File: src/rtl/hdmi_test_source_pkg.sv
// Shared types and constants for the hdmi test-pattern and audio test-signal source.
package hdmi_test_source_pkg;

  typedef enum logic [2:0] {
    BANDS    = 3'd0,
    BORDER   = 3'd1,
    BARS     = 3'd2,
    CHECKER  = 3'd3,
    GRADIENT = 3'd4
  } mode_t;

  localparam logic [23:0] COLOUR_BLACK   = 24'h000000;
  localparam logic [23:0] COLOUR_WHITE   = 24'hFFFFFF;
  localparam logic [23:0] COLOUR_RED     = 24'hFF0000;
  localparam logic [23:0] COLOUR_GREEN   = 24'h00FF00;
  localparam logic [23:0] COLOUR_BLUE    = 24'h0000FF;
  localparam logic [23:0] COLOUR_YELLOW  = 24'hFFFF00;
  localparam logic [23:0] COLOUR_CYAN    = 24'h00FFFF;
  localparam logic [23:0] COLOUR_MAGENTA = 24'hFF00FF;

  // 683/2048 is close enough to 1/3 for any realistic screen height
  localparam int unsigned RECIP3_NUM   = 683;
  localparam int unsigned RECIP3_SHIFT = 11;

  // Requested pattern codes outside the defined set fall back to BANDS
  function automatic mode_t decode_mode(input logic [2:0] sel);
    case (sel)
      3'd0:    return BANDS;
      3'd1:    return BORDER;
      3'd2:    return BARS;
      3'd3:    return CHECKER;
      3'd4:    return GRADIENT;
      default: return BANDS;
    endcase
  endfunction

  // Colour bar order: white, yellow, cyan, green, magenta, red, blue, black
  function automatic logic [23:0] bar_colour(input logic [2:0] idx);
    case (idx)
      3'd0:    return COLOUR_WHITE;
      3'd1:    return COLOUR_YELLOW;
      3'd2:    return COLOUR_CYAN;
      3'd3:    return COLOUR_GREEN;
      3'd4:    return COLOUR_MAGENTA;
      3'd5:    return COLOUR_RED;
      3'd6:    return COLOUR_BLUE;
      default: return COLOUR_BLACK;
    endcase
  endfunction

endpackage

File: src/rtl/hdmi_test_source_audio_clk_gen.sv
// Fractional audio sample clock: a phase accumulator that toggles clk_audio so that
// exactly AUDIO_RATE rising edges occur every CLK_FRQ_HZ pixel clocks, with no drift.
module audio_clk_gen #(
  parameter int unsigned CLK_FRQ_HZ = 74_250_000,
  parameter int unsigned AUDIO_RATE = 48000
) (
  input  logic clk_i,
  input  logic rst_i,
  output logic clk_audio_o,
  output logic fall_o
);

  localparam logic [31:0] STEP   = 32'(2 * AUDIO_RATE);
  localparam logic [31:0] MODULUS = 32'(CLK_FRQ_HZ);

  logic [31:0] acc_q, acc_d, sum;
  logic        toggle;
  logic        clk_audio_q, fall_q;

  // Next accumulator value; a toggle happens whenever the sum crosses the modulus
  always_comb begin
    sum    = acc_q + STEP;
    toggle = (sum >= MODULUS);
    acc_d  = toggle ? (sum - MODULUS) : sum;
  end

  // Accumulator, audio clock and a falling-edge pulse aligned with the clock change
  always_ff @(posedge clk_i or posedge rst_i) begin
    if (rst_i) begin
      acc_q       <= '0;
      clk_audio_q <= 1'b0;
      fall_q      <= 1'b0;
    end else begin
      acc_q  <= acc_d;
      fall_q <= toggle && clk_audio_q;
      if (toggle) begin
        clk_audio_q <= ~clk_audio_q;
      end
    end
  end

  assign clk_audio_o = clk_audio_q;
  assign fall_o      = fall_q;

endmodule

File: src/rtl/hdmi_test_source.sv
// Video test-pattern and square-wave audio source for the hdmi core (clk_pixel domain).
// Optional feature macro HDMI_TEST_SOURCE_MOTION_EN: checker and gradient scroll with
// frame_count; without it the patterns are static.
module hdmi_test_source
  import hdmi_test_source_pkg::*;
#(
  parameter int                             BIT_WIDTH        = 12,
  parameter int                             BIT_HEIGHT       = 11,
  parameter int unsigned                    CLK_FRQ_HZ       = 74_250_000,
  parameter int unsigned                    AUDIO_RATE       = 48000,
  parameter int                             AUDIO_BIT_WIDTH  = 16,
  parameter int                             TONE_HALF_PERIOD = 24,
  parameter logic [AUDIO_BIT_WIDTH-1:0]     TONE_AMPLITUDE   = 16'h2000,
  parameter int                             CHECK_LOG2       = 5
) (
  input  logic                                 clk_pixel,
  input  logic                                 reset,
  input  logic [BIT_WIDTH-1:0]                 cx,
  input  logic [BIT_HEIGHT-1:0]                cy,
  input  logic [BIT_WIDTH-1:0]                 screen_width,
  input  logic [BIT_HEIGHT-1:0]                screen_height,
  input  logic [2:0]                           mode_sel,
  output logic [2:0]                           mode,
  output logic [15:0]                          frame_count,
  output logic [23:0]                          rgb,
  output logic                                 clk_audio,
  output logic [1:0][AUDIO_BIT_WIDTH-1:0]      audio_sample_word,
  output logic                                 sample_strobe
);

  localparam int PW  = BIT_HEIGHT + 12;
  localparam int TCW = $clog2(TONE_HALF_PERIOD + 1);
  localparam logic [AUDIO_BIT_WIDTH-1:0] AMP_POS = TONE_AMPLITUDE;
  localparam logic [AUDIO_BIT_WIDTH-1:0] AMP_NEG = ~TONE_AMPLITUDE + AUDIO_BIT_WIDTH'(1);
  localparam logic [TCW-1:0]             TONE_LAST = TCW'(TONE_HALF_PERIOD - 1);

  mode_t                  mode_q;
  logic [15:0]            frame_count_q;
  logic [BIT_HEIGHT-1:0]  band1_q, band2_q;
  logic [BIT_WIDTH-1:0]   bar_width_q;
  logic [BIT_WIDTH-1:0]   bar_cnt_q, bar_cnt_d, bar_cnt_cur;
  logic [2:0]             bar_idx_q, bar_idx_d, bar_idx_cur;
  logic [23:0]            rgb_q, rgb_d;
  logic [PW-1:0]          prod1, prod2;
  logic                   frame_start;
  logic [7:0]             motion_off;
  logic [BIT_WIDTH-1:0]   checker_x;
  logic [7:0]             grad_r;

  logic                        audio_fall;
  logic [TCW-1:0]              tone_cnt_q;
  logic                        pol_q;
  logic [AUDIO_BIT_WIDTH-1:0]  left_q, right_q;
  logic                        strobe_q;

  assign frame_start = (cx == '0) && (cy == '0);
  assign prod1       = PW'(screen_height) * PW'(RECIP3_NUM);
  assign prod2       = prod1 << 1;

`ifdef HDMI_TEST_SOURCE_MOTION_EN
  assign motion_off = frame_count_q[7:0];
`else
  assign motion_off = 8'd0;
`endif

  assign checker_x = cx + BIT_WIDTH'(motion_off);
  assign grad_r    = cx[7:0] + motion_off;

  // Per-frame state: pattern selection, frame counter and geometry snapshots
  always_ff @(posedge clk_pixel or posedge reset) begin
    if (reset) begin
      mode_q        <= BANDS;
      frame_count_q <= '0;
      band1_q       <= '0;
      band2_q       <= '0;
      bar_width_q   <= '0;
    end else if (frame_start) begin
      mode_q        <= decode_mode(mode_sel);
      frame_count_q <= frame_count_q + 16'd1;
      band1_q       <= BIT_HEIGHT'(prod1 >> RECIP3_SHIFT);
      band2_q       <= BIT_HEIGHT'(prod2 >> RECIP3_SHIFT);
      bar_width_q   <= screen_width >> 3;
    end
  end

  // Colour-bar tracking: counter restarts each line, index steps once per bar width
  always_comb begin
    bar_cnt_cur = (cx == '0) ? '0 : bar_cnt_q;
    bar_idx_cur = (cx == '0) ? 3'd0 : bar_idx_q;
    if (bar_cnt_cur == (bar_width_q - BIT_WIDTH'(1))) begin
      bar_cnt_d = '0;
      bar_idx_d = (bar_idx_cur == 3'd7) ? 3'd7 : (bar_idx_cur + 3'd1);
    end else begin
      bar_cnt_d = bar_cnt_cur + BIT_WIDTH'(1);
      bar_idx_d = bar_idx_cur;
    end
  end

  // Pattern generator for the current pixel
  always_comb begin
    rgb_d = COLOUR_BLACK;
    case (mode_q)
      BANDS: begin
        if (cy < band1_q)      rgb_d = COLOUR_RED;
        else if (cy < band2_q) rgb_d = COLOUR_GREEN;
        else                   rgb_d = COLOUR_BLUE;
      end
      BORDER: begin
        if (cx == '0)                                    rgb_d = COLOUR_RED;
        else if (cy == '0)                               rgb_d = COLOUR_GREEN;
        else if ((cx == (screen_width - BIT_WIDTH'(1))) ||
                 (cy == (screen_height - BIT_HEIGHT'(1)))) rgb_d = COLOUR_BLUE;
        else                                             rgb_d = COLOUR_BLACK;
      end
      BARS:     rgb_d = bar_colour(bar_idx_cur);
      CHECKER:  rgb_d = (checker_x[CHECK_LOG2] ^ cy[CHECK_LOG2]) ? COLOUR_WHITE : COLOUR_BLACK;
      GRADIENT: rgb_d = {grad_r, cy[7:0], 8'h80};
      default:  rgb_d = COLOUR_BLACK;
    endcase
  end

  // Register the pixel colour and the bar tracking state
  always_ff @(posedge clk_pixel or posedge reset) begin
    if (reset) begin
      rgb_q     <= '0;
      bar_cnt_q <= '0;
      bar_idx_q <= '0;
    end else begin
      rgb_q     <= rgb_d;
      bar_cnt_q <= bar_cnt_d;
      bar_idx_q <= bar_idx_d;
    end
  end

  audio_clk_gen #(
    .CLK_FRQ_HZ (CLK_FRQ_HZ),
    .AUDIO_RATE (AUDIO_RATE)
  ) u_audio_clk_gen (
    .clk_i       (clk_pixel),
    .rst_i       (reset),
    .clk_audio_o (clk_audio),
    .fall_o      (audio_fall)
  );

  // Square-wave tone: samples change just after the audio clock falls, far from its rise
  always_ff @(posedge clk_pixel or posedge reset) begin
    if (reset) begin
      tone_cnt_q <= '0;
      pol_q      <= 1'b0;
      left_q     <= '0;
      right_q    <= '0;
      strobe_q   <= 1'b0;
    end else begin
      strobe_q <= audio_fall;
      if (audio_fall) begin
        left_q  <= pol_q ? AMP_NEG : AMP_POS;
        right_q <= pol_q ? AMP_POS : AMP_NEG;
        if (tone_cnt_q == TONE_LAST) begin
          tone_cnt_q <= '0;
          pol_q      <= ~pol_q;
        end else begin
          tone_cnt_q <= tone_cnt_q + TCW'(1);
        end
      end
    end
  end

  assign mode                 = mode_q;
  assign frame_count          = frame_count_q;
  assign rgb                  = rgb_q;
  assign audio_sample_word[1] = right_q;
  assign audio_sample_word[0] = left_q;
  assign sample_strobe        = strobe_q;

endmodule

File: config.mk
export PLATFORM = sky130hd
export DESIGN_NAME = hdmi_test_source
export DESIGN_NICKNAME = d
export VERILOG_FILES = /design/src/rtl/hdmi_test_source_pkg.sv /design/src/rtl/hdmi_test_source_audio_clk_gen.sv /design/src/rtl/hdmi_test_source.sv
export SDC_FILE = /design/constraint.sdc
export NUM_CORES = 1
export LEC_CHECK = 0
export CORE_MARGIN = 1.5
export CORE_UTILIZATION = 45
export DETAILED_ROUTE_END_ITERATION = 6
export PLACE_DENSITY = 0.77
export SYNTH_ARGS = -nofsm -noshare
export SYNTH_HDL_FRONTEND = slang
export SYNTH_HIERARCHICAL = 1
export SYNTH_SLANG_ARGS = --single-unit
File: constraint.sdc
create_clock -name clk_pixel -period 5.5 [get_ports clk_pixel]
set_input_delay 0.825 -clock clk_pixel [delete_from_list [all_inputs] [get_ports clk_pixel]]
set_output_delay 0.825 -clock clk_pixel [all_outputs]
set_load 0.01 [all_outputs]
-- Word-level counts from Yosys, hierarchy flattened
Cells that the tools add are included.
- add/sub/neg operators: 9
- multipliers: 1
- order comparisons: 3
- eq/ne operators: 19
- mux-type cells: 18
- bitwise operators: 3
- reduce and logical (&&, ||, !) cells: 8
- operator list (operator ; count):
    case mux 24 bit (7 select lines) ; 1
    case mux 24 bit (5 select lines) ; 1
    2-to-1 mux 24 bit ; 3
    2-to-1 mux 16 bit ; 4
    adder 32 x 17 -> 32 bit, second input constant ; 1
    greater-or-equal comparator 32 x 27 -> 1 bit, second input constant ; 1
    2-to-1 mux 32 bit ; 1
    subtractor 32 x 27 -> 32 bit, second input constant ; 1
    == test 12 bit ; 2
    2-to-1 mux 12 bit ; 2
    multiplier 11 x 10 -> 21 bit, second input constant ; 1
    == test 3 x 2 -> 1 bit, second input constant ; 6
    == test 3 bit, second input constant ; 6
    adder 16 x 1 -> 16 bit, second input constant ; 1
    adder 12 x 1 -> 12 bit, second input constant ; 1
    zero test 12 bit ; 1
    case mux 3 bit (4 select lines) ; 1
    subtractor 12 x 1 -> 12 bit, second input constant ; 1
    == test 11 bit ; 1
    zero test 11 bit ; 1
    < comparator 11 x 10 -> 1 bit ; 1
    < comparator 11 bit ; 1
    subtractor 11 x 1 -> 11 bit, second input constant ; 1
    subtractor 9 x 1 -> 10 bit, second input constant ; 1
    other kinds (13) ; 20
- register bits after elaboration: 161
- bits of input ports: 51
- output and inout port bits: 77

-- Longest topological paths before layout
Gate-level depths: netlist (run 1).
- depth in word-level cells: 7
- gate-level depth with buffers: 18
- depth with buffers taken out: 18

-- Cells and area by module
The synthesis (run 1) kept the hierarchy.
- modules (own cells, without submodules) (module ; instances ; cells each ; area each (um2) ; seq. area each (um2)):
    hdmi_test_source ; 1 ; 774 ; 7095.6 ; 2052.0
    audio_clk_gen ; 1 ; 292 ; 2598.7 ; 750.7

-- Worst setup path before layout (run 1)
OpenSTA, ideal clock, no wires.
- kind: input to register
- start: in screen_height[6]
- end: reg band2_q[9]
- library setup time: 0.124 ns
- arrival time: 4.762 ns
- data required time: 5.376 ns
- path slack: 0.615 ns
- stages on the path: 17
- buffers on the path: 0
- path through: ha_1 ha_1 inv_1 fa_1 inv_1 fa_1 inv_1 fa_1 inv_1 ha_1 and4_1 a211o_1 a21oi_1 o31ai_1 a21oi_1 nor4b_1 a211o_1
- word-level cells in the longest chain between the ends: 1
- RTL lines (what ; RTL line ; text):
    start, declared ; hdmi_test_source.sv:21 ; input logic [BIT_HEIGHT-1:0] screen_height,
    multiplier 11 x 10 -> 21 bit ; hdmi_test_source.sv:57 ; assign prod1 = PW'(screen_height) * PW'(RECIP3_NUM);
    end signal, assigned ; hdmi_test_source.sv:81 ; band2_q <= BIT_HEIGHT'(prod2 >> RECIP3_SHIFT);
    end, declared ; hdmi_test_source.sv:39 ; logic [BIT_HEIGHT-1:0] band1_q, band2_q;
Every way passes these cells.
A chain may end at the register's enable or synchronous reset.

-- Final worst setup path (run 1)
Same ends and word-level chain as after synthesis.

==> results of run 1 <==
-- cell type report --
| class | instances | area [um2] |
|---|---|---|
| clock buffer | 10 | 239 |
| tap | 275 | 344 |
| inverter | 85 | 320 |
| clock inverter | 6 | 61.3 |
| fill | 1942 | 9940 |
| timing repair buffer | 120 | 1150 |
| multi-input combinational | 828 | 6230 |
| sequential | 112 | 2800 |
-- metrics by stage --
stage	power (mW)	hold slack, ps	utilization (%)	instance area [um2]	TNS (ps)
6_report	2.61	473	52.9	11200	0
5_1_grt	2.81	519	52.9	11200	0
4_1_cts	2.63	477	52.9	11200	0
3_5_place_dp	1.95	464	51.5	10900	-29.7
3_3_place_gp	1.92	462	51.5	10900	0
2_1_floorplan	1.67	352	-	9790	0
-- power groups by stage --
| stage | logic, mW | clock network [mW] | registers (mW) |
|---|---|---|---|
| 2_1_floorplan | 0.765 | 0 | 0.910 |
| 3_3_place_gp | 1.00 | 0 | 0.911 |
| 3_5_place_dp | 1.04 | 0 | 0.914 |
| 4_1_cts | 1.05 | 0.681 | 0.898 |
| 5_1_grt | 1.19 | 0.714 | 0.904 |
| 6_report | 1.05 | 0.656 | 0.898 |
-- state kept, by name (all words and copies together) (netlist names) --
signal / cells
u_audio_clk_gen/acc_q: 28
rgb: 18
frame_count: 16
bar_cnt_q: 12
band2_q: 11
bar_width_q: 9
tone_cnt_q: 5
bar_idx_q: 3
mode: 3
left_q: 2
pol_q: 1
right_q: 1
sample_strobe: 1
u_audio_clk_gen/clk_audio_o: 1
u_audio_clk_gen/fall_o: 1
-- cells by family (layout without fill, tap and decap cells) --
family	count (synthesis)	after routing	synth area share (%)
mux	9	9	1.11
xor+xnor	119	119	10.8
flops	112	112	28.9
buf+inv	151	221	7.80
other cells	1	26	0.0387
simple gates	368	368	20.5
fa+ha+maj	120	120	17.5
compound gates	186	186	13.3
-- synth_stat cells, types with 10 or more instances --
cell type / instances
nand2_1: 99
nor4_1: 10
dfrtp_1: 112
o211ai_1: 11
nor2_1: 73
o21ai_0: 32
buf_4: 37
ha_1: 94
a21oi_1: 46
xnor2_1: 78
nor3_1: 24
inv_1: 83
nand4_1: 14
nand3_1: 47
clkbuf_1: 14
a31oi_1: 11
a21o_1: 14
xor2_1: 40
and2_1: 10
fa_1: 26
-- metal layers --
layer	vias to the layer above	GRT usage, %
met5	-	0
met4	0	6.13
met3	25	3.57
met2	207	35.3
met1	3799	25.6
li1	3832	-
-- critical path, stage by stage --
cell	delay, ps
clkdlybuf4s50_1	420
buf_4	170
ha_1	210
ha_1	300
fa_1	500
fa_1	520
inv_1	60
fa_1	500
inv_1	50
ha_1	300
o21ai_0	150
nor2_1	90
a211o_1	300
a21oi_1	210
o31ai_1	160
a21oi_1	300
nor4b_1	90
a211o_1	250
-- how the worst min path moves through the flow --
stage                             start                  endpoint
2_1_floorplan    u_audio_clk_gen/fall_o             sample_strobe
3_3_place_gp            frame_count[15]           frame_count[15]
3_5_place_dp   u_audio_clk_gen/acc_q[7]  u_audio_clk_gen/acc_q[7]
4_1_cts        u_audio_clk_gen/acc_q[7]  u_audio_clk_gen/acc_q[7]
5_1_grt        u_audio_clk_gen/acc_q[7]  u_audio_clk_gen/acc_q[7]
6_report       u_audio_clk_gen/acc_q[7]  u_audio_clk_gen/acc_q[7]
==> metrics.txt, run 1 <==
status=completed; Pint=1.69 mW; fmax=193 MHz; maximum clock insertion buffer count=2; post-detailed-route count of antenna-violating nets=0; Yosys warnings=6; buffers added on ports=101; cells after synthesis=1,066; Post-synth EDFFs=0; min-delay worst type=register to register; synth-to-layout area growth=15.0%; FF-to-FF End=u_audio_clk_gen/acc_q[12]; worst endpoint data arrival time=5410 ps; Crit Path Class=input port to register; Clock power frac=25.1%; Total GRT Usage=20.3%; via count=7,863; RSZ-0062 raised after global routing=false; top post-synthesis cells by area=dfrtp_1 29%, ha_1 12%, xnor2_1 7.0%; I/O Pins=128; Core Rows=53; Setup crit end kind=register; Final WS setup=332 ps; gr ovfl total=0; P_sw=0.919 mW; Final Hold Vio Count=0; pre-CTS worst setup slack=-29.7 ps; Die Wd=150 um; metal3 WL=1.02 mm; data required time of the worst path=5750 ps; worst r2r path cells=12; Clock Pin Slew Worst Setup and Hold Paths=80 ps; CTS Hold Buffers Added=0; Iter 0 DRT Violations=455; layout cells sized above 1=7.06%; first-pass GRT wire length=36.7 mm; commonest cells after routing, fill and taps aside=112 x dfrtp_1, 101 x clkdlybuf4s50_1, 99 x nand2_1, 94 x ha_1, 82 x inv_1; Least-Margin Pin Slew=974 ps; CP max FO=5; Netlist cell types=94; start point of the critical path=screen_height[6]; Post-Syn Area per Cell=9.09 um2; Max Slew Vio Count=0; met2 WL post-DR=10.7 mm; sequential fraction of the synthesis area=28.9%; vias in the first global route=7,645; Most used DFF post-synth=dfrtp_1; Logic pwr share=40.4%; Die Area=0.0224 mm2; cts repair resizes=0; Final Non-Filler Cells=1,436; #FFs+latches synth=112; dominant cell type by area after synthesis=dfrtp_1; Antenna diodes=0; CTS sink cnt=112; Initial Utilization=46.0%; Sequential Power Share=34.4%; Final Setup Violations=0; Wirelength per Cell=15.3 um; worst vdd ir=0.155 mV; postcts setup bufs=0; largest net degree at the start of global routing=47; DR pass1 iterations=5; residual DRC count=0; drt via density=5.48; TritonCTS Buffers=9; hold depth=1; R2R Path Start=u_audio_clk_gen/acc_q[8]; final critical-path share of the clock period=94.0%; Clock Skew=8.72 ps; commonest non-fill, non-tap cell in the layout=dfrtp_1; Rel. slew slack=34.6%; overall die height=150 um; hpwl dp=17.2 mm; CP startpoint kind=input port; clk_lat worst skew=360 ps; Cells after DPL=1,420; Routed WL=22.0 mm; CTS tree=yes; asr flop ratio synth=100%; M1 WL=9.81 mm; DR top layer=met4; Static Leakage=5.13 nW; Worst R2R Setup Slack=1630 ps; Clock Tree Root=clkbuf_16; CP endpoint=band2_q[9]; pwr dens=234 mW/mm2; min Tclk post-route=5170 ps; max cap viols=0; initial antenna violation count=0; htree depth=3; fin nets=1,327; RD Place Congestion=0.893; switch share=35.2%; total core area=0.0211 mm2; Mapped Area=0.00969 mm2; Yosys top cell area share=28.9%
(Power assumes the default switching activity.)
==> run 2: changes to the inputs <==
Settings changed: CORE_UTILIZATION 45 to 44, PLACE_DENSITY 0.77 to 0.76.
Clock period 5.5 ns to 5 ns, I/O delays scaled along.
==> metrics.txt, run 2 (same netlist as run 1, synthesis figures left out) <==
max reg flops=28 (unchanged); slowest cell delay on critical path=490 ps (-30 ps); largest net degree at the start of global routing=55 (+17%); Wirelength per Cell=15.2 um (-0.62%); fin nets=1,353 (+2.0%); overall power=3.08 mW (+18%); first-pass GRT wire length=36.0 mm (-1.9%); Routed WL=22.2 mm (+1.3%); Clock Pin Slew Worst Setup and Hold Paths=70 ps (about the same); Fill cells=1,959 (+0.88%); Cells after DPL=1,449 (+2.0%); TritonCTS Buffers=9 (unchanged); Rel. slew slack=36.0% (+1.4 points); Setup crit end kind=register; min Tclk post-route=4930 ps; residual DRC count=7 (+7); Die Wd=151 um (+1.1%); I/O Pins=128 (unchanged); pre-CTS worst setup slack=-389 ps (-359 ps); Static Leakage=5.27 nW (+2.9%); fmax=203 MHz; commonest non-fill, non-tap cell in the layout=dfrtp_1; CTS tree=yes; Final Setup Violations=0 (unchanged); CP max FO=2 (-3); drt via density=5.40 (-1.4%); Max Slew Vio Count=0 (unchanged); clk_lat worst skew=360 ps (about the same); overall die height=151 um (+1.1%); Final Non-Filler Cells=1,464 (+1.9%); total core area=0.0217 mm2 (+2.8%); Final Core Density=52.6% (-0.23 points); maximum clock insertion buffer count=2 (unchanged); Total GRT Usage=19.7% (-0.58 points); DR pass1 iterations=7 (+2); Initial Utilization=44.7% (-1.3 points); vias in the first global route=7,627 (-0.24%); synth-to-layout area growth=17.8%; setup TNS=0 ps (unchanged); crit path cell chain=clkdlybuf4s50_1 > ha_1 > ha_1 > inv_1 > fa_1 > inv_1 > fa_1 > inv_1 > fa_1 > inv_1 > ha_1 > and4_1 > a211o_1 > a21oi_4 > buf_4 > o21bai_1 > a21oi_1 > xor2_1 > o21ai_0; min-delay worst type=register to register; Crit Path Class=input port to register; hpwl dp=17.5 mm (+1.7%); Crit path max-delay family=adder cells; data required time of the worst path=5220 ps (-530 ps); htree depth=3 (unchanged); RSZ-0062 raised after global routing=true; commonest cells after routing, fill and taps aside=112 x dfrtp_1, 99 x nand2_1, 99 x clkdlybuf4s50_1, 92 x ha_1, 82 x inv_1; CTS sink cnt=112 (unchanged); Clock Skew=8.77 ps (+0.0535 ps); RD Place Congestion=0.893 (about the same); buffers added on ports=101 (unchanged); CP startpoint kind=input port; Iter 0 DRT Violations=433 (-4.8%); Top reg by flops=u_audio_clk_gen/acc_q; initial antenna violation count=0 (unchanged); Least-Margin Pin Slew=951 ps (-23.1 ps); final design area excluding fillers=0.0114 mm2 (+2.4%); final critical-path share of the clock period=98.6%; Min Hold Slack=474 ps (+1.10 ps); Core Rows=54 (+1.9%); Final WS setup=69.8 ps (-262 ps); Final Hold Vio Count=0 (unchanged); WP buf/inv=6 (+2); layout cells sized above 1=9.54% (+2.5 points); worst vdd ir=0.173 mV (+12%); post-detailed-route count of antenna-violating nets=0 (unchanged); status=complete, but fails checks; pwr dens=270 mW/mm2 (+15%); Max stage delay cell, worst path=fa_1; max cap viols=0 (unchanged); Die Area=0.0229 mm2 (+2.2%); Worst path most repeated cell=inv_1; worst endpoint data arrival time=5150 ps (-260 ps); Clock Tree Root=clkbuf_16; Area after DPL=0.0110 mm2 (+1.7%); gr ovfl total=0 (unchanged); via count=7,901 (+0.48%); Antenna diodes=0 (unchanged); failing checks=design-rule violations
## run 2: worst paths after layout
| path | start | cells after the start | endpoint | slack, ps |
|---|---|---|---|---|
| min in group asynchronous | reset | 3 | u_audio_clk_gen/acc_q[4] | 830 |
| worst min register to register | u_audio_clk_gen/acc_q[7] | 1 | u_audio_clk_gen/acc_q[7] | 470 |
| worst min-delay path | u_audio_clk_gen/acc_q[7] | 1 | u_audio_clk_gen/acc_q[7] | 470 |
| max in group asynchronous | reset | 3 | rgb[21] | 3170 |
| worst max-delay path | screen_height[2] | 19 | band2_q[3] | 70 |
| worst max register to register | u_audio_clk_gen/acc_q[8] | 12 | u_audio_clk_gen/acc_q[25] | 1170 |
## run 2: timing repair
item,in CTS,in global routing
pin swaps,1,10
setup buffers,0,2
hold buffers,0,0
endpoints found under the setup margin,1,9
gates resized for setup,1,15
## run 2: final cells by class
type	count	area (um2)	share of cell area (%)
Tap cell	280	350	3.07
Inverter	85	320	2.81
Multi-Input combinational cell	828	6300	55.2
Clock buffer	10	229	2.01
Clock inverter	3	46.3	0.405
Sequential cell	112	2800	24.5
Timing Repair Buffer	146	1370	12.0
## run 2: power breakdown
part	switching [mW]	total [mW]	internal [mW]
logic	0.690	1.39	0.702
registers	0.0422	0.989	0.946
clock network	0.316	0.697	0.381
total	1.05	3.08	2.03
## run 2: routing by layer
layer	wire, um	GRT usage, %	vias up	share of wire (%)
li1	-	-	3880	-
met1	9890	24.9	3791	44
met2	10800	33.7	193	48
met3	1030	3.19	37	4.6
met4	544	7.38	0	2.4
met5	0	0	-	0
==> run 3: changes to the inputs <==
--- a/config.mk
+++ b/config.mk
@@ -10,4 +10,5 @@
 export DETAILED_ROUTE_END_ITERATION = 6
 export PLACE_DENSITY = 0.76
+export SKIP_LAST_GASP = 1
 export SYNTH_ARGS = -nofsm -noshare
 export SYNTH_HDL_FRONTEND = slang
==> constraint.sdc (replaced) <==
create_clock -name clk_pixel -period 5 [get_ports clk_pixel]
set_input_delay 0.5 -clock clk_pixel [delete_from_list [all_inputs] [get_ports clk_pixel]]
set_output_delay 0.5 -clock clk_pixel [all_outputs]
set_load 0.01 [all_outputs]
==> metrics.txt, run 3 (same netlist as run 1, synthesis figures left out) <==
DR top layer=met4; Clock Tree Root=clkbuf_16; Final Non-Filler Cells=1,454 (-0.68%); commonest cells after routing, fill and taps aside=112 x dfrtp_1, 101 x clkdlybuf4s50_1, 99 x nand2_1, 94 x ha_1, 82 x inv_1; DR pass1 iterations=5 (-2); Clock Skew=7.47 ps (-1.30 ps); final design area excluding fillers=0.0113 mm2 (-1.4%); Area after DPL=0.0110 mm2 (-0.75%); Min Hold Slack=477 ps (+3.33 ps); post-detailed-route count of antenna-violating nets=0 (unchanged); buffers added on ports=101 (unchanged); Die Area=0.0229 mm2 (unchanged); Die Wd=151 um (unchanged); htree depth=3 (unchanged); Core Rows=54 (unchanged); fmax=211 MHz (+3.9%); Cells after DPL=1,438 (-0.76%); gr ovfl total=0 (unchanged); commonest non-fill, non-tap cell in the layout=dfrtp_1; RD Place Congestion=0.918 (+2.7%); Iter 0 DRT Violations=397 (-8.3%); max cap viols=0 (unchanged); Wirelength per Cell=15.1 um (-0.51%); I/O Pins=128 (unchanged); Antenna diodes=0 (unchanged); Static Leakage=5.19 nW (-1.5%); Least-Margin Pin Slew=937 ps (-14.4 ps); via count=7,836 (-0.82%); vias in the first global route=7,489 (-1.8%); TritonCTS Buffers=9 (unchanged); pwr dens=262 mW/mm2 (-2.9%); Final Hold Vio Count=0 (unchanged); max reg flops=28 (unchanged); RSZ-0062 raised after global routing=false; min Tclk post-route=4750 ps (-185 ps); Max Slew Vio Count=0 (unchanged); worst endpoint data arrival time=4990 ps (-160 ps); Final Setup Violations=0 (unchanged); Rel. slew slack=37.0% (+0.97 points); final critical-path share of the clock period=94.9% (-3.7 points); data required time of the worst path=5240 ps (+20 ps); CTS tree=yes; Routed WL=22.0 mm (-1.2%); status=completed; Setup crit end kind=register; CP startpoint kind=input port; hpwl dp=17.4 mm (-0.96%); synth-to-layout area growth=16.1%; Crit Path Class=input port to register; Initial Utilization=44.7% (unchanged); Total GRT Usage=20.0% (+0.28 points); met2 WL post-DR=10.6 mm (-1.9%); clk_lat worst skew=350 ps (about the same); pre-CTS worst setup slack=-150 ps (+239 ps); M1 WL=10.1 mm (+1.7%); Top reg by flops=u_audio_clk_gen/acc_q; CP max FO=5 (+3); initial antenna violation count=0 (unchanged); overall die height=151 um (unchanged); total core area=0.0217 mm2 (unchanged); residual DRC count=0 (-7); overall power=2.95 mW (-4.3%); first-pass GRT wire length=36.4 mm (+1.1%); drt via density=5.39 (-0.14%); metal3 WL=920 um (-10%); postcts setup bufs=0 (unchanged); worst vdd ir=0.158 mV (-8.8%); Clock Pin Slew Worst Setup and Hold Paths=70 ps (about the same); CTS sink cnt=112 (unchanged); layout cells sized above 1=8.09% (-1.5 points); largest net degree at the start of global routing=47 (-15%); maximum clock insertion buffer count=2 (unchanged); Final WS setup=254 ps (+185 ps); min-delay worst type=register to register; fin nets=1,340 (-0.96%)
[run 3: cell count changes in the layout (fill, tap and decap cells not counted), sizes merged]
cell / before / now
buf: 45 / 32
clkdlybuf4s50: 99 / 101
dlymetal6s2s: 2 / 0
inv: 84 / 86
clkbuf: 10 / 11
clkinv: 2 / 3
clkinvlp: 1 / 0
[run 3: area by class of cell]
type,instances,area (um2)
Sequential cell,112,2800
Tap cell,280,350
Multi-Input combinational cell,828,6240
Clock buffer,11,233
Clock inverter,5,63.8
Timing Repair Buffer,133,1250
Fill cell,1990,10400
Inverter,85,320
[run 3: worst max-delay path, stage by stage]
cell and delay, ps:
clkdlybuf4s50_1 490, buf_4 180, ha_1 260, ha_1 320
ha_1 320, fa_1 510, inv_1 60, fa_1 500
inv_1 40, ha_1 290, a211oi_1 220, nor2_1 90
a211o_1 290, a21oi_1 220, o31ai_1 170, a21oi_2 220
nor4b_1 80, a211o_1 230
[run 3: worst paths after layout]
check | start | endpoint | slack [ps] | cells after the start
max in group asynchronous | reset | sample_strobe | 3410 | 3
min in group asynchronous | reset | u_audio_clk_gen/acc_q[8] | 580 | 3
worst max register to register | u_audio_clk_gen/acc_q[8] | u_audio_clk_gen/acc_q[12] | 1150 | 12
worst max-delay path | screen_height[6] | band2_q[9] | 250 | 18
worst min-delay path | u_audio_clk_gen/acc_q[7] | u_audio_clk_gen/acc_q[7] | 480 | 1
worst min register to register | u_audio_clk_gen/acc_q[7] | u_audio_clk_gen/acc_q[7] | 480 | 1
[run 3: metal layers]
metal	vias up	global-route usage, %
li1	3866	-
met1	3772	26.6
met2	169	33.5
met3	29	2.95
met4	0	5.78
met5	-	0
[run 3: repair_timing]
item	CTS	global route
hold buffers	0	0
endpoints found under the setup margin	0	2
endpoints found under the hold margin	0	0
gates resized for setup	0	2
[run 3: where the power goes]
group	internal, mW	leakage [nW]	switching, mW
registers	0.946	1.46	0.0430
clock network	0.395	0.146	0.336
logic	0.603	3.59	0.623
total	1.94	5.19	1.00
[run 3: per-stage QoR]
step / util, % / setup TNS [ps]
3_3_place_gp: 50.5 / -93.9
3_5_place_dp: 50.5 / -496
4_1_cts: 51.9 / 0
5_1_grt: 51.9 / 0
2_1_floorplan: - / 0
6_report: 51.9 / 0
==> edit 1: new RTL, settings of run 2 <==
Register the inputs `cx`, `cy`, `screen_width`, `screen_height` and `mode_sel` before use. The logic sees them one clock later.
--- a/src/rtl/hdmi_test_source.sv
+++ b/src/rtl/hdmi_test_source.sv
@@ -36,2 +36,16 @@
 
+  logic [BIT_WIDTH-1:0] cx_q;
+  logic [BIT_HEIGHT-1:0] cy_q;
+  logic [BIT_WIDTH-1:0] screen_width_q;
+  logic [BIT_HEIGHT-1:0] screen_height_q;
+  logic [2:0] mode_sel_q;
+
+  always_ff @(posedge clk_pixel) begin
+    cx_q            <= cx;
+    cy_q            <= cy;
+    screen_width_q  <= screen_width;
+    screen_height_q <= screen_height;
+    mode_sel_q      <= mode_sel;
+  end
+
   mode_t                  mode_q;
@@ -55,4 +69,4 @@
 
-  assign frame_start = (cx == '0) && (cy == '0);
-  assign prod1       = PW'(screen_height) * PW'(RECIP3_NUM);
+  assign frame_start = (cx_q == '0) && (cy_q == '0);
+  assign prod1       = PW'(screen_height_q) * PW'(RECIP3_NUM);
   assign prod2       = prod1 << 1;
@@ -65,4 +79,4 @@
 
-  assign checker_x = cx + BIT_WIDTH'(motion_off);
-  assign grad_r    = cx[7:0] + motion_off;
+  assign checker_x = cx_q + BIT_WIDTH'(motion_off);
+  assign grad_r    = cx_q[7:0] + motion_off;
 
@@ -77,3 +91,3 @@
     end else if (frame_start) begin
-      mode_q        <= decode_mode(mode_sel);
+      mode_q        <= decode_mode(mode_sel_q);
       frame_count_q <= frame_count_q + 16'd1;
@@ -81,3 +95,3 @@
       band2_q       <= BIT_HEIGHT'(prod2 >> RECIP3_SHIFT);
-      bar_width_q   <= screen_width >> 3;
+      bar_width_q   <= screen_width_q >> 3;
     end
@@ -87,4 +101,4 @@
   always_comb begin
-    bar_cnt_cur = (cx == '0) ? '0 : bar_cnt_q;
-    bar_idx_cur = (cx == '0) ? 3'd0 : bar_idx_q;
+    bar_cnt_cur = (cx_q == '0) ? '0 : bar_cnt_q;
+    bar_idx_cur = (cx_q == '0) ? 3'd0 : bar_idx_q;
     if (bar_cnt_cur == (bar_width_q - BIT_WIDTH'(1))) begin
@@ -103,4 +117,4 @@
       BANDS: begin
-        if (cy < band1_q)      rgb_d = COLOUR_RED;
-        else if (cy < band2_q) rgb_d = COLOUR_GREEN;
+        if (cy_q < band1_q)      rgb_d = COLOUR_RED;
+        else if (cy_q < band2_q) rgb_d = COLOUR_GREEN;
         else                   rgb_d = COLOUR_BLUE;
@@ -108,6 +122,6 @@
       BORDER: begin
-        if (cx == '0)                                    rgb_d = COLOUR_RED;
-        else if (cy == '0)                               rgb_d = COLOUR_GREEN;
-        else if ((cx == (screen_width - BIT_WIDTH'(1))) ||
-                 (cy == (screen_height - BIT_HEIGHT'(1)))) rgb_d = COLOUR_BLUE;
+        if (cx_q == '0)                                    rgb_d = COLOUR_RED;
+        else if (cy_q == '0)                               rgb_d = COLOUR_GREEN;
+        else if ((cx_q == (screen_width_q - BIT_WIDTH'(1))) ||
+                 (cy_q == (screen_height_q - BIT_HEIGHT'(1)))) rgb_d = COLOUR_BLUE;
         else                                             rgb_d = COLOUR_BLACK;
@@ -115,4 +129,4 @@
       BARS:     rgb_d = bar_colour(bar_idx_cur);
-      CHECKER:  rgb_d = (checker_x[CHECK_LOG2] ^ cy[CHECK_LOG2]) ? COLOUR_WHITE : COLOUR_BLACK;
-      GRADIENT: rgb_d = {grad_r, cy[7:0], 8'h80};
+      CHECKER:  rgb_d = (checker_x[CHECK_LOG2] ^ cy_q[CHECK_LOG2]) ? COLOUR_WHITE : COLOUR_BLACK;
+      GRADIENT: rgb_d = {grad_r, cy_q[7:0], 8'h80};
       default:  rgb_d = COLOUR_BLACK;
Behaviour: not the same (Yosys sat finds a counterexample within 4 cycles, from zero or initial values and one cycle with reset high).
==> edit 1 against run 2 <==
Critical path depth unchanged. Cell count grew 2.9%. Cell area is 8.2% higher. Sequential power up 45%. Power is 21% higher. Routed wire length increased by 10%. Area after synthesis grew 9.0%. Sequential cell count rose by 49. Setup slack improved by 0.17 ns.
==> edit 1: results (changes against run 2) <==
vias in the first global route = 8,037 (+5.4%)
commonest cells in the netlist = dfrtp_1 (112), nand2_1 (95), ha_1 (94)
global-route wire length before repair = 40.1 mm (+11%)
Synth Area in XOR/XNOR = 9.44% (-1.4 points)
number of setup buffers added after CTS = 0 (unchanged)
Distinct cells, synth = 96 (+2.1%)
worst min path class = reg2reg
gr usage total = 20.6% (+0.87 points)
DP Wirelength = 18.5 mm (+5.8%)
largest net degree at the start of global routing = 49 (-11%)
Max VDD drop = 0.251 mV (+45%)
worst-skew pair later-pin latency = 0.44 ns (+0.08 ns)
mux cell area share after synthesis = 1.09% (-0.020 points)
layout cells sized above 1 = 7.58% (-2.0 points)
crit-path max cell delay = 0.52 ns (+0.03 ns)
Crit Path Max Fanout = 4 (+2)
CTS buffer count = 17 (+8)
main area contributors after synthesis = dfrtp_1 (27%), ha_1 (11%), dfxtp_1 (9.3%)
# diodes = 0 (unchanged)
clk_skew = 0.0104 ns (+0.00167 ns)
Warnings, synthesis = 6 (unchanged)
Static Leak = 5.64 nW (+6.9%)
global routing usage on met2 = 34.5% (+0.86 points)
arrival time at the worst endpoint = 5.10 ns (-0.05 ns)
Hold Crit Depth = 1 (unchanged)
NumNets Final = 1,346 (-0.52%)
largest register by flop count = u_audio_clk_gen/acc_q
measured slew at the worst slew-check pin = 1.00 ns (+0.0493 ns)
Top delay family on crit path = adder cells
met1 Use GR = 27.1% (+2.2 points)
First DRT Iteration DRCs = 666 (+54%)
drt total wl = 24.5 mm (+10%)
Post-CTS Resized = 0 (-1)
H-tree depth = 4 (+1)
placed cell area = 11,700 sq um (+6.3%)
post-synthesis sequential area ratio = 35.8% (+6.9 points)
R2R depth = 19 (+7)
Synth Area in Compound Gates = 12.7% (-0.60 points)
met3 usage = 3.26% (+0.065 points)
initial antenna violation count = 0 (unchanged)
post-route ant nets = 0 (unchanged)
status = completed
clock root buffer = clkbuf_16
ys async rst share = 69.6% (-30 points)
Critical-path top delay cell = fa_1
clk slew on worst S/H paths = 0.07 ns (about the same)
Synth Area in Adders = 16.1% (-1.4 points)
Vias = 8,166 (+3.4%)
placer congestion estimate = 0.924 (+3.4%)
drt pass-1 iters = 5 (-2)
-- edit 1: kinds of logic after synthesis --
group	count (synthesis)
flip-flops	161
multiplexers	11
AND/OR/NAND/NOR	340
AO/OA/AOI/OAI	188
buffers and inverters	147
adder cells (fa/ha/maj)	120
XOR/XNOR	113
other	1
-- edit 1: power breakdown --
part | switching, mW | total, mW | internal (mW)
combinational | 0.509 | 0.966 | 0.457
sequential | 0.0737 | 1.43 | 1.35
clock | 0.609 | 1.33 | 0.720
-- edit 1: worst paths after layout --
path	from	end	slack, ns
max	screen_height_q[6]$_DFF_P_	band2_q[7]$_DFFE_PP0P_	0.24
min	mode_sel_q[1]$_DFF_P_	mode[2]$_DFFE_PP0P_	0.46
max reg2reg	screen_height_q[6]$_DFF_P_	band2_q[7]$_DFFE_PP0P_	0.24
min reg2reg	mode_sel_q[1]$_DFF_P_	mode[2]$_DFFE_PP0P_	0.46
max in group asynchronous	reset	rgb[20]$_DFF_PP0_	3.21
min in group asynchronous	reset	rgb[13]$_DFF_PP0_	0.72
-- edit 1: routing by layer --
metal,vias up,wire (um)
met5,-,0
met4,0,422
met3,31,1040
met2,236,11800
met1,4002,11200
li1,3897,-
-- edit 1: final cells by class --
type                    instances  area, sq um
fillers                      2159        11200
multi-input cells             798         6140
flip-flops and latches        161         3780
repair buffers                114         1110
clock buffers                  17          425
well taps                     319          399
inverters                      83          313
clock inverters                15          189
-- edit 1: stage by stage --
step	setup WS, ns	hold slack (ns)	total power [mW]	cells
detailed placement	0.126	0.442	2.39	1474
global route	0.0283	0.501	3.96	1507
finish	0.236	0.456	3.72	1507
global placement	0.269	0.428	2.37	1474
floorplan	0.430	0.352	2.15	1106
CTS	0.136	0.465	3.74	1506
==> edit 2: new RTL, settings of run 2 <==
Made on the original files. Change the parameter `TONE_HALF_PERIOD` from 24 to 48.
--- a/src/rtl/hdmi_test_source.sv
+++ b/src/rtl/hdmi_test_source.sv
@@ -11,3 +11,3 @@
   parameter int                             AUDIO_BIT_WIDTH  = 16,
-  parameter int                             TONE_HALF_PERIOD = 24,
+  parameter int                             TONE_HALF_PERIOD = 48,
   parameter logic [AUDIO_BIT_WIDTH-1:0]     TONE_AMPLITUDE   = 16'h2000,
Function: no difference found for any inputs over 10 cycles, from zero or initial values and one cycle with reset high; that may be too few to reach the edited logic, so the function may still have changed.
==> edit 2 against run 2 <==
Area after synthesis is essentially flat. Global-route usage rose by 1.1 points. Cell area is 1.3% higher. Sequential cell count grew 1. Power is 13% higher. Setup slack better by 0.097 ns. Count of clock-buffer cells in the layout grew 10. Critical path depth decreased by 1. Hold slack got worse by 0.0071 ns. Sequential share of layout area fell by 0.11 points. Largest cell class unchanged. Utilization is 0.70 points higher. Routed wire length up 2.1%. Critical path type unchanged.
==> edit 2: results (changes against run 2) <==
status = completed
met3 usage = 4.28% (+1.1 points)
met3 wire len = 1.02 mm (-0.49%)
largest register by flop count = u_audio_clk_gen/acc_q
drt pass-1 iters = 5 (-2)
worst reg2reg setup slack = 1.07 ns (-0.10 ns)
FILL cells = 1,915 (-2.2%)
WHS = 0.467 ns (-0.00714 ns)
worst min path class = reg2reg
Hold Crit Depth = 1 (unchanged)
met1 Use GR = 26.9% (+2.0 points)
gr usage total = 20.8% (+1.1 points)
worst r2r dst = u_audio_clk_gen/acc_q[29]$_DFF_PP0_
arrival time at the worst endpoint = 5.10 ns (-0.05 ns)
H-tree depth = 4 (+1)
Distinct cells, synth = 87 (-7.4%)
met2 wire len = 11.0 mm (+1.6%)
Post-Layout Cell Count = 1,465 (+0.068%)
Clk. pwr = 1.25 mW (+79%)
main area contributors after synthesis = dfrtp_1 (29%), ha_1 (12%), xnor2_1 (7.1%)
worst-skew pair later-pin latency = 0.42 ns (+0.06 ns)
number of setup buffers added after CTS = 0 (unchanged)
Critical-path top delay cell = fa_1
top layer in use = met4
post-synth top area share = 29.2% (+0.27 points)
largest net degree at the start of global routing = 44 (-20%)
clk slew on worst S/H paths = 0.05 ns (-0.02 ns)
Synth Area in Compound Gates = 13.5% (+0.19 points)
placed cell count = 1,433 (-1.1%)
post-synthesis sequential area ratio = 29.2% (+0.27 points)
crit-path max cell delay = 0.52 ns (+0.03 ns)
global-route wire length before repair = 37.8 mm (+5.1%)
placed cell area = 10,900 sq um (-0.93%)
min-delay src = u_audio_clk_gen/acc_q[7]$_DFFE_PP0P_
R2R depth = 10 (-2)
Static Leak = 5.30 nW (+0.46%)
CTS buffer count = 17 (+8)
clk_skew = 0.0114 ns (+0.00268 ns)
Synth Area in Adders = 17.5% (about the same)
commonest cells in the netlist = dfrtp_1 (113), nand2_1 (110), ha_1 (94)
NumNets Final = 1,343 (-0.74%)
Synth Instances = 1,067 (+0.094%)
Synth Area in XOR/XNOR = 11.1% (+0.28 points)
placer congestion estimate = 0.900 (+0.79%)
DP Wirelength = 17.6 mm (+0.43%)
# diodes = 0 (unchanged)
Max VDD drop = 0.213 mV (+23%)
Vias = 7,944 (+0.54%)
global routing usage on met2 = 35.0% (+1.4 points)
mux cell area share after synthesis = 1.50% (+0.39 points)
vias in the first global route = 7,811 (+2.4%)
layout cells sized above 1 = 9.28% (-0.26 points)
max_slew headroom = 38.7% (+2.7 points)
Int Power = 2.36 mW (+16%)
routed length on met1 = 10.3 mm (+4.1%)
Crit Path Max Fanout = 6 (+4)
First DRT Iteration DRCs = 461 (+6.5%)
drt total wl = 22.7 mm (+2.1%)
-- edit 2: worst register-to-register path, cell delays in order (launching register included) --
cell and delay [ns]:
dfrtp_1 0.55, inv_1 0.14, ha_1 0.28, xnor2_1 0.15, a2111oi_0 0.77, o22ai_1 0.27
nand3b_1 0.32, a311oi_1 0.64, o21ai_0 0.29, nor3b_2 0.22, xnor2_1 0.20
-- edit 2: worst max-delay path by stage --
stage | start | slack [ns] | cells after the start | end
final | screen_height[5] | 0.17 | 18 | band2_q[10]$_DFFE_PP0P_
after global routing | screen_height[5] | -0.01 | 18 | band2_q[9]$_DFFE_PP0P_
after CTS | screen_height[6] | 0.07 | 16 | band2_q[9]$_DFFE_PP0P_
after detailed placement | screen_height[6] | -0.36 | 16 | band2_q[9]$_DFFE_PP0P_
after global placement | screen_height[6] | -0.24 | 16 | band2_q[9]$_DFFE_PP0P_
after floorplan | screen_height[5] | 0.28 | 15 | band2_q[10]$_DFFE_PP0P_
-- edit 2: cell type report --
cell class	instances	area, sq um	area share (%)
repair buffers	131	1240	10.7
clock inverters	12	156	1.35
inverters	78	294	2.54
flip-flops and latches	113	2830	24.4
well taps	280	350	3.03
multi-input cells	831	6250	54.0
clock buffers	20	457	3.95
-- edit 2: metrics by stage --
| step | TNS, ns | worst slack [ns] | power, mW |
|---|---|---|---|
| CTS | 0 | 0.0676 | 3.46 |
| finish | 0 | 0.167 | 3.48 |
| detailed placement | -2.29 | -0.360 | 2.19 |
| floorplan | 0 | 0.282 | 1.83 |
| global placement | -1.40 | -0.241 | 2.15 |
| global route | -0.0104 | -0.0104 | 3.72 |
-- edit 2: timing repair --
| item | 4_1_cts | 5_1_grt |
|---|---|---|
| setup endpoints to repair | 0 | 5 |
| resized for setup | 0 | 8 |
| hold endpoints to repair | 0 | 0 |
